===== src/rtl/cam_capture.sv =====
// rtl/cam_capture.sv - camera byte stream capture into an 8-bit frame buffer
module cam_capture #(
    parameter int WIDTH  = 176,
    parameter int HEIGHT = 144,
    parameter int ADDR_W = 15,
    parameter int MODE   = 0
) (
    input  logic              CLK,
    input  logic              RESET_N,
    input  logic              EN,
    input  logic              PCLK,
    input  logic              HREF,
    input  logic              VSYNC,
    input  logic [7:0]        D,
    output logic [ADDR_W-1:0] W_ADDR,
    output logic [7:0]        W_DATA,
    output logic              W_EN,
    output logic              FRAME_DONE,
    output logic              OVERFLOW,
    output logic              BUSY
);

    localparam int XW = $clog2(WIDTH + 1);
    localparam int YW = $clog2(HEIGHT + 1);
    localparam logic [XW-1:0]     X_MAX     = XW'(WIDTH);
    localparam logic [YW-1:0]     Y_MAX     = YW'(HEIGHT);
    localparam logic [ADDR_W-1:0] LINE_STEP = ADDR_W'(WIDTH);

    typedef enum logic [1:0] {
        ST_IDLE,
        ST_WAIT_VSYNC,
        ST_ACTIVE
    } state_t;

    state_t state;

    // [0] first sync flop, [1] synchronized value, [2] delayed copy for edge detect
    logic [2:0] pclk_sr;
    logic [2:0] href_sr;
    logic [2:0] vsync_sr;
    logic [7:0] d_s1;
    logic [7:0] d_s2;

    logic pclk_rise;
    logic href_rise;
    logic href_fall;
    logic vsync_rise;
    logic vsync_fall;

    logic [XW-1:0]     x;
    logic [YW-1:0]     y;
    logic [ADDR_W-1:0] line_base;
    logic              phase;
    logic [7:0]        b1;
    logic [7:0]        pixel;

    assign pclk_rise  =  pclk_sr[1]  & ~pclk_sr[2];
    assign href_rise  =  href_sr[1]  & ~href_sr[2];
    assign href_fall  = ~href_sr[1]  &  href_sr[2];
    assign vsync_rise =  vsync_sr[1] & ~vsync_sr[2];
    assign vsync_fall = ~vsync_sr[1] &  vsync_sr[2];

    assign BUSY = (state != ST_IDLE);

    // Bring the camera strobes and data into the CLK domain
    always_ff @(posedge CLK) begin
        if (!RESET_N) begin
            pclk_sr  <= '0;
            href_sr  <= '0;
            vsync_sr <= '0;
            d_s1     <= '0;
            d_s2     <= '0;
        end else begin
            pclk_sr  <= {pclk_sr[1:0], PCLK};
            href_sr  <= {href_sr[1:0], HREF};
            vsync_sr <= {vsync_sr[1:0], VSYNC};
            d_s1     <= D;
            d_s2     <= d_s1;
        end
    end

    // Pack the held first byte and the current second byte into RGB332 or luma
    always_comb begin
        pixel = d_s2;
        if (MODE == 0) begin
            pixel = {b1[7:5], b1[2:0], d_s2[4:3]};
        end else if (MODE == 1) begin
            pixel = {b1[3:1], d_s2[7:5], d_s2[3:2]};
        end
    end

    // Frame state machine, pixel assembly and write-port registers
    always_ff @(posedge CLK) begin
        if (!RESET_N) begin
            state      <= ST_IDLE;
            x          <= '0;
            y          <= '0;
            line_base  <= '0;
            phase      <= 1'b0;
            b1         <= '0;
            W_ADDR     <= '0;
            W_DATA     <= '0;
            W_EN       <= 1'b0;
            FRAME_DONE <= 1'b0;
            OVERFLOW   <= 1'b0;
        end else begin
            W_EN       <= 1'b0;
            FRAME_DONE <= 1'b0;
            case (state)
                ST_IDLE: begin
                    if (EN) begin
                        state <= ST_WAIT_VSYNC;
                    end
                end
                ST_WAIT_VSYNC: begin
                    // Only a VSYNC fall starts a frame, so a frame already under way is skipped
                    if (vsync_fall) begin
                        state     <= ST_ACTIVE;
                        x         <= '0;
                        y         <= '0;
                        line_base <= '0;
                        phase     <= 1'b0;
                        OVERFLOW  <= 1'b0;
                    end else if (!EN) begin
                        state <= ST_IDLE;
                    end
                end
                ST_ACTIVE: begin
                    if (vsync_rise) begin
                        FRAME_DONE <= 1'b1;
                        state      <= EN ? ST_WAIT_VSYNC : ST_IDLE;
                    end else begin
                        // An unpaired byte left at line end is dropped by clearing the phase
                        if (href_rise || href_fall) begin
                            phase <= 1'b0;
                        end
                        if (href_fall && (x != '0)) begin
                            x <= '0;
                            // y stops at HEIGHT so later lines can never alias valid rows
                            if (y < Y_MAX) begin
                                y         <= y + 1'b1;
                                line_base <= line_base + LINE_STEP;
                            end
                        end else if (pclk_rise && href_sr[1]) begin
                            if (!phase) begin
                                b1    <= d_s2;
                                phase <= 1'b1;
                            end else begin
                                phase <= 1'b0;
                                if ((x < X_MAX) && (y < Y_MAX)) begin
                                    W_EN   <= 1'b1;
                                    W_ADDR <= line_base + ADDR_W'(x);
                                    W_DATA <= pixel;
                                end else begin
                                    OVERFLOW <= 1'b1;
                                end
                                if (x < X_MAX) begin
                                    x <= x + 1'b1;
                                end
                            end
                        end
                    end
                end
                default: state <= ST_IDLE;
            endcase
        end
    end

endmodule


===== config.mk =====
export PLATFORM = sky130hd
export DESIGN_NAME = cam_capture
export DESIGN_NICKNAME = d
export VERILOG_FILES = /design/src/rtl/cam_capture.sv
export SDC_FILE = /design/constraint.sdc
export NUM_CORES = 1
export LEC_CHECK = 0
export CORE_UTILIZATION = 60
export DETAILED_ROUTE_END_ITERATION = 10
export GPL_TIMING_DRIVEN = 0
export PLACE_DENSITY = 0.84
export REMOVE_ABC_BUFFERS = 1
export SLEW_MARGIN = 30
export SYNTH_ARGS = -nofsm -noshare
export SYNTH_HDL_FRONTEND = slang
export SYNTH_SLANG_ARGS = --single-unit

===== constraint.sdc =====
create_clock -name CLK -period 5.4 [get_ports CLK]
set_clock_uncertainty 0.15 [all_clocks]
set_input_delay 1.62 -clock CLK [delete_from_list [all_inputs] [get_ports CLK]]
set_output_delay 1.62 -clock CLK [all_outputs]
set_load 0.02 [all_outputs]

==> flow_summary.yaml, run 1 <==
yosys:
  ys_warn_count: 0
  synthArstFlopShare_pct: 0
  synthAdderAreaFrac_pct: 3.12
  yosysUniqueCellTypes: 48
  synth_edf_count: 0
  netlist_instances: 401
  synthXorXnorAreaFrac_pct: 3.64
  synth.avg_cell_area_um2: 8.99
  yosys.area_share.simple_pct: 21.6
  synthMuxAreaShare_pct: 1.94
  synth_seq_area_share_pct: 48.3
  synth_top_family_by_area: "simple AND/OR/NAND/NOR gates"
  synth.cell_area_um2: 3600
  synth_flop_cell: "dfxtp_1"
  ys_ff_latch: 87
  synth_compound_area_share_pct: 18.1
routing:
  wl_mm: 7.10
  ant_nets: 0
  viasPerCell: 5.62
  drtPass1Iterations: 4
  drt_iter0_drc: 161
  drc: 0
  via_count: 2884
  wl_per_cell_um: 13.8
floorplan:
  ios: 41
  die_w_um: 79.5
  start_util_pct: 63.9
  die_h_um: 79.5
  core_area_um2: 5640
  rows: 27
  fp.dieArea_um2: 6320
cts:
  clkTransAtPathRegs_ps: 80
  insertion_delay_ps: 360
  postCtsSetupBuffers: 0
  numCtsBuffers: 9
  cts_htree_levels: 3
  cts_root_buf: "clkbuf_8"
  cts_hold_buf: 0
  cts_resized: 0
  cts_tree: "yes"
  numClockSinks: 87
  cts_buffer_depth: 2
final_layout:
  finalNonFillerCells: 513
  fin_util_pct: 74.9
  num_antenna_cells: 0
  final_nets: 459
  area_growth_pct: 17.1
  multi_input_area_um2: 1750
  final.fill_count: 411
  seq_area_um2: 1740
  layout-drive-gt1-share_pct: 6.12
critical_path:
  endpoint_kind: "register"
  critical_path_required_ps: 5530
  path_max_fanout: 77
  critical_path_class: "input pin to register"
  critPathArrivalTime_ps: 3850
  startpoint_type: "input pin"
global_routing:
  grt_pass1_wl_mm: 12.3
  antenna_found_initial: 0
  grt.total_usage_pct: 25.1
  grt_pass1_vias: 2767
  grt_max_degree: 78
  grt_overflow_total: 0
timing:
  fmax_mhz: 269
  period_needed_ps: 3720
  hold_violations: 0
  maxSlewViolCount: 0
  rsz0062_at_grt: "false"
  setup-violations-final: 0
  worstMarginPinSlew_ps: 902
  finalSetupTns_ps: 0
  period_share_pct: 68.9
  finalWorstSetupSlack_ps: 1680
  hold_ws_ps: 289
  slew_headroom_pct: 39.5
hold_path:
  min_path_type: "register to register"
placed_design:
  gp_congestion: 0.854
  dp_slack_ps: 1340
  place.port_buffers: 40
  dp.cells: 497
  dp_hpwl_mm: 4.58
power_and_ir_drop:
  p_sw_share_pct: 23.1
  peakVddDrop_v: 0.000201
  p_clk_share_pct: 37.6
  power_switching_mw: 0.254
  p_int_mw: 0.847
  power_density_nw_per_um2: 261
  leakagePower_nw: 1.53
  power_frac_comb_pct: 3.1
  seq_power_share_pct: 59.3
run_status:
  outcome: "finished, final reports clean"
flow_run:
  cap_violations: 0
[Yosys cell counts (2+ instances only)]
cell type	count	share of area (%)
dfxtp_1	87	48
nand2_1	63	6.6
and2_1	29	5.0
a21oi_1	22	3.1
o21ai_0	20	2.8
nor2_1	16	1.7
a21boi_0	13	2.7
xnor2_1	13	3.2
clkbuf_1	12	1.2
inv_1	11	1.1
nand3_1	10	1.4
ha_1	9	3.1
a211oi_1	7	1.5
mux2i_1	7	1.9
o31ai_1	7	1.5
nor2b_1	6	1.0
nor3_1	6	0.83
buf_2	5	0.69
or3_1	4	0.69
a21boi_1	3	0.62
a21o_1	3	0.62
a31o_2	3	0.73
and3_1	3	0.52
nand2b_1	3	0.52
nand4_1	3	0.52
nor3b_1	3	0.62
o22ai_1	3	0.52
a211o_1	2	0.49
a31oi_1	2	0.35
nand3b_1	2	0.42
o211a_1	2	0.56
o211ai_1	2	0.42
o21a_1	2	0.42
o21bai_1	2	0.42
or2_2	2	0.35
xor2_1	2	0.49
[critical path, cell delays in order]
cell      delay [ps]
buf_4            480
nand2_1          550
a311oi_1         860
o21ai_0          210
o31ai_1          100
[placed cells by master (no fill, tap or decap), drive strengths merged, types with 2 or more instances in the layout]
cell type	count
and3	3
and2	29
a211o	2
nor2b	6
dfxtp	87
nor3b	3
a211oi	8
o21a	2
o211ai	2
nor3	6
or3	4
o31ai	7
or2	2
xor2	2
o21bai	2
nand3	10
a21o	3
a21oi	22
o22ai	3
clkbuf	10
inv	11
nand4	3
o211a	2
buf	3
xnor2	13
nand3b	2
nand2b	3
clkinvlp	5
mux2i	7
a21boi	16
clkdlybuf4s50	39
a31oi	2
nand2	63
o21ai	20
ha	9
a31o	3
nor2	16
[cells by family after synthesis]
logic type	count (synthesis)
compound gates	98
simple gates	156
fa+ha+maj	9
flops	87
xor+xnor	15
mux	7
buf+inv	29
[through the flow]
| step | total power, mW | area, µm² |
|---|---|---|
| 4_1_cts | 1.11 | 4220 |
| 5_1_grt | 1.14 | 4220 |
| 3_5_place_dp | 0.703 | 4040 |
| 6_report | 1.10 | 4220 |
| 2_1_floorplan | 0.682 | 3530 |
| 3_3_place_gp | 0.702 | 4020 |
[sequential cells by signal, summed over array words and instances (netlist names)]
signal      cells
phase           1
d_s1            8
state           2
pclk_sr         3
x               8
d_s2            8
W_EN            1
href_sr         3
W_ADDR         15
line_base      11
y               8
W_DATA          8
OVERFLOW        1
b1              6
FRAME_DONE      1
vsync_sr        3
[routing by layer]
layer | vias up | GRT usage [%] | wire, µm
met5 | - | 0 | 0
met4 | 0 | 11.1 | 114
met3 | 9 | 5.14 | 357
met2 | 65 | 41.5 | 3330
met1 | 1358 | 31.5 | 3300
li1 | 1452 | - | -
[power groups by stage]
| stage | Combinational, mW | Clock (mW) | Sequential [mW] |
|---|---|---|---|
| after detailed placement | 0.0344 | 0 | 0.668 |
| after global placement | 0.0345 | 0 | 0.668 |
| after global routing | 0.0380 | 0.449 | 0.654 |
| final | 0.0345 | 0.414 | 0.653 |
| after CTS | 0.0346 | 0.421 | 0.653 |
| after floorplan | 0.0151 | 0 | 0.667 |
[worst paths after layout]
path	to	cells past startpoint	slack (ps)	from
setup / recovery	x[5]$_SDFFE_PN0P_	5	1680	RESET_N
hold / removal	d_s2[7]$_SDFF_PN0_	1	290	d_s1[7]$_SDFF_PN0_
setup reg to reg	b1[1]$_SDFFE_PN0P_	7	2280	x[0]$_SDFFE_PN0P_
hold reg to reg	d_s2[7]$_SDFF_PN0_	1	290	d_s1[7]$_SDFF_PN0_
[area by class of cell]
| cell class | instances | area share (%) |
|---|---|---|
| Clock buffer | 10 | 3.26 |
| Multi-Input combinational cell | 285 | 41.4 |
| Clock inverter | 6 | 1.10 |
| Sequential cell | 87 | 41.2 |
| Timing Repair Buffer | 42 | 9.87 |
| Tap cell | 72 | 2.13 |
| Inverter | 11 | 0.978 |
(Power assumes the default switching activity.)
==> inputs of run 2 (changes only) <==
Settings changed: CORE_UTILIZATION 60 to 55, PLACE_DENSITY 0.84 to 0.78.
Clock period 5.4 ns to 3.6 ns, I/O delays scaled along.
==> run 2 against run 1 <==
Sequential cell count is the same. Sequential power grew 50%. Sequential share of layout area shrank 0.13 points. Critical path depth is the same. Clock-buffer cell count shrank 1.
==> flow_summary.yaml, run 2 (same netlist as run 1, synthesis figures left out) <==
cts:
  cts_htree_levels: 3
  clkTransAtPathRegs_ps: 80
  cts_resized: 0
  numClockSinks: 87
  cts_buffer_depth: 2
  cts_hold_buf: 0
  cts_root_buf: "clkbuf_8"
  insertion_delay_ps: 360
  numCtsBuffers: 9
  postCtsSetupBuffers: 0
  cts_tree: "yes"
timing:
  rsz0062_at_grt: "false"
  setup-violations-final: 0
  period_share_pct: 86.2
  hold_violations: 0
  finalWorstSetupSlack_ps: 496
  fmax_mhz: 322
  slew_headroom_pct: 38.1
  maxSlewViolCount: 0
  worstMarginPinSlew_ps: 926
  hold_ws_ps: 287
  period_needed_ps: 3100
global_routing:
  grt_max_degree: 78
  grt_pass1_wl_mm: 11.8
  grt_overflow_total: 0
  grt.total_usage_pct: 21.0
  antenna_found_initial: 0
  grt_pass1_vias: 2694
power_and_ir_drop:
  seq_power_share_pct: 57.5
  peakVddDrop_v: 0.000335
  power_switching_mw: 0.383
  p_clk_share_pct: 39.5
  power_frac_comb_pct: 3.0
  leakagePower_nw: 1.54
  p_int_mw: 1.32
  power_density_nw_per_um2: 402
  p_sw_share_pct: 22.5
  fin_total_pwr_mw: 1.70
final_layout:
  final_nets: 459
  largest_reg_flops: 15
  final_cell_mix: "dfxtp_1 (87), nand2_1 (63), clkdlybuf4s50_1 (39)"
  num_antenna_cells: 0
  layout-drive-gt1-share_pct: 5.91
  area_growth_pct: 17.5
  top_register: "W_ADDR"
  final.fill_count: 531
  top_regs: "W_ADDR (15), line_base (11)"
  layout_commonest_cell: "dfxtp_1"
  fin_util_pct: 66.7
flow_run:
  cap_violations: 0
critical_path:
  rrSetupSlack_ps: 610
  startpoint_type: "input pin"
  r2r-start: "x[0]$_SDFFE_PN0P_"
  endpoint_kind: "register"
  critPathArrivalTime_ps: 3220
  reg2reg_to: "b1[5]$_SDFFE_PN0P_"
  rr_worst_depth: 7
  critical_path_required_ps: 3710
  critical_path_class: "input pin to register"
  path_max_fanout: 77
routing:
  via_count: 2867
  wl_per_cell_um: 13.0
  drtPass1Iterations: 4
  drc: 0
  viasPerCell: 5.55
  wl_mm: 6.72
  ant_nets: 0
  drt_iter0_drc: 90
floorplan:
  core_area_um2: 6350
  fp.dieArea_um2: 6880
  die_w_um: 83.0
  ios: 41
  start_util_pct: 56.8
  die_h_um: 83.0
  rows: 29
run_status:
  outcome: "finished, final reports clean"
hold_path:
  hold_depth: 1
  hp-start: "d_s1[0]$_SDFF_PN0_"
  min_path_type: "register to register"
  hold_end: "d_s2[0]$_SDFF_PN0_"
placed_design:
  gp_congestion: 0.834
  dp_slack_ps: 98.7
  dp_hpwl_mm: 4.48
  place.port_buffers: 40
==> run 2: changes by cell type in the layout (fill, tap and decap cells not counted), sizes merged <==
cell / change
bufinv: +1
clkbuf: -1
clkinv: +1
clkinvlp: -3
inv: +1
==> run 2: layout make-up <==
class	count	area (µm²)	share of cell area (%)
Multi-Input combinational cell	285	1750	41.3
Sequential cell	87	1740	41.1
Timing Repair Buffer	42	413	9.75
Clock buffer	9	124	2.92
Tap cell	77	96.3	2.27
Clock inverter	6	71.3	1.68
Inverter	11	41.3	0.975
==> run 2: layer usage <==
| metal | vias up | part of all wire, % | global-route usage (%) |
|---|---|---|---|
| li1 | 1463 | - | - |
| met1 | 1335 | 46 | 24.8 |
| met2 | 57 | 48 | 36.1 |
| met3 | 12 | 3.7 | 4.67 |
| met4 | 0 | 1.9 | 9.87 |
| met5 | - | 0 | 0 |
==> run 2: how the worst max path moves through the flow <==
stage	start	slack, ps	endpoint
2_1_floorplan	x[0]$_SDFFE_PN0P_	290	W_ADDR[10]$_SDFFE_PN0P_
3_3_place_gp	RESET_N	-1920	x[3]$_SDFFE_PN0P_
3_5_place_dp	RESET_N	100	x[4]$_SDFFE_PN0P_
4_1_cts	RESET_N	500	x[4]$_SDFFE_PN0P_
5_1_grt	RESET_N	180	x[5]$_SDFFE_PN0P_
6_report	RESET_N	500	x[6]$_SDFFE_PN0P_
==> run 2: power by group through the flow <==
stage               Sequential (mW)  Clock (mW)  Combinational, mW
floorplan                      1.00           0             0.0226
global placement               1.00           0             0.0518
detailed placement             1.00           0             0.0518
CTS                           0.980       0.687             0.0521
global route                  0.982       0.727             0.0570
finish                        0.980       0.674             0.0511
==> run 2: worst max-delay path, cell delays in order <==
cell      delay [ps]
buf_4            480
nand2_1          510
a311oi_1         790
o21ai_0          210
o31ai_1          110
==> run 2: through the flow <==
step | cell area (µm²) | std cells | TNS [ps]
2_1_floorplan | 3530 | 383 | 0
3_3_place_gp | 4020 | 500 | -50830
3_5_place_dp | 4040 | 502 | 0
4_1_cts | 4240 | 517 | 0
5_1_grt | 4240 | 517 | 0
6_report | 4240 | 517 | 0
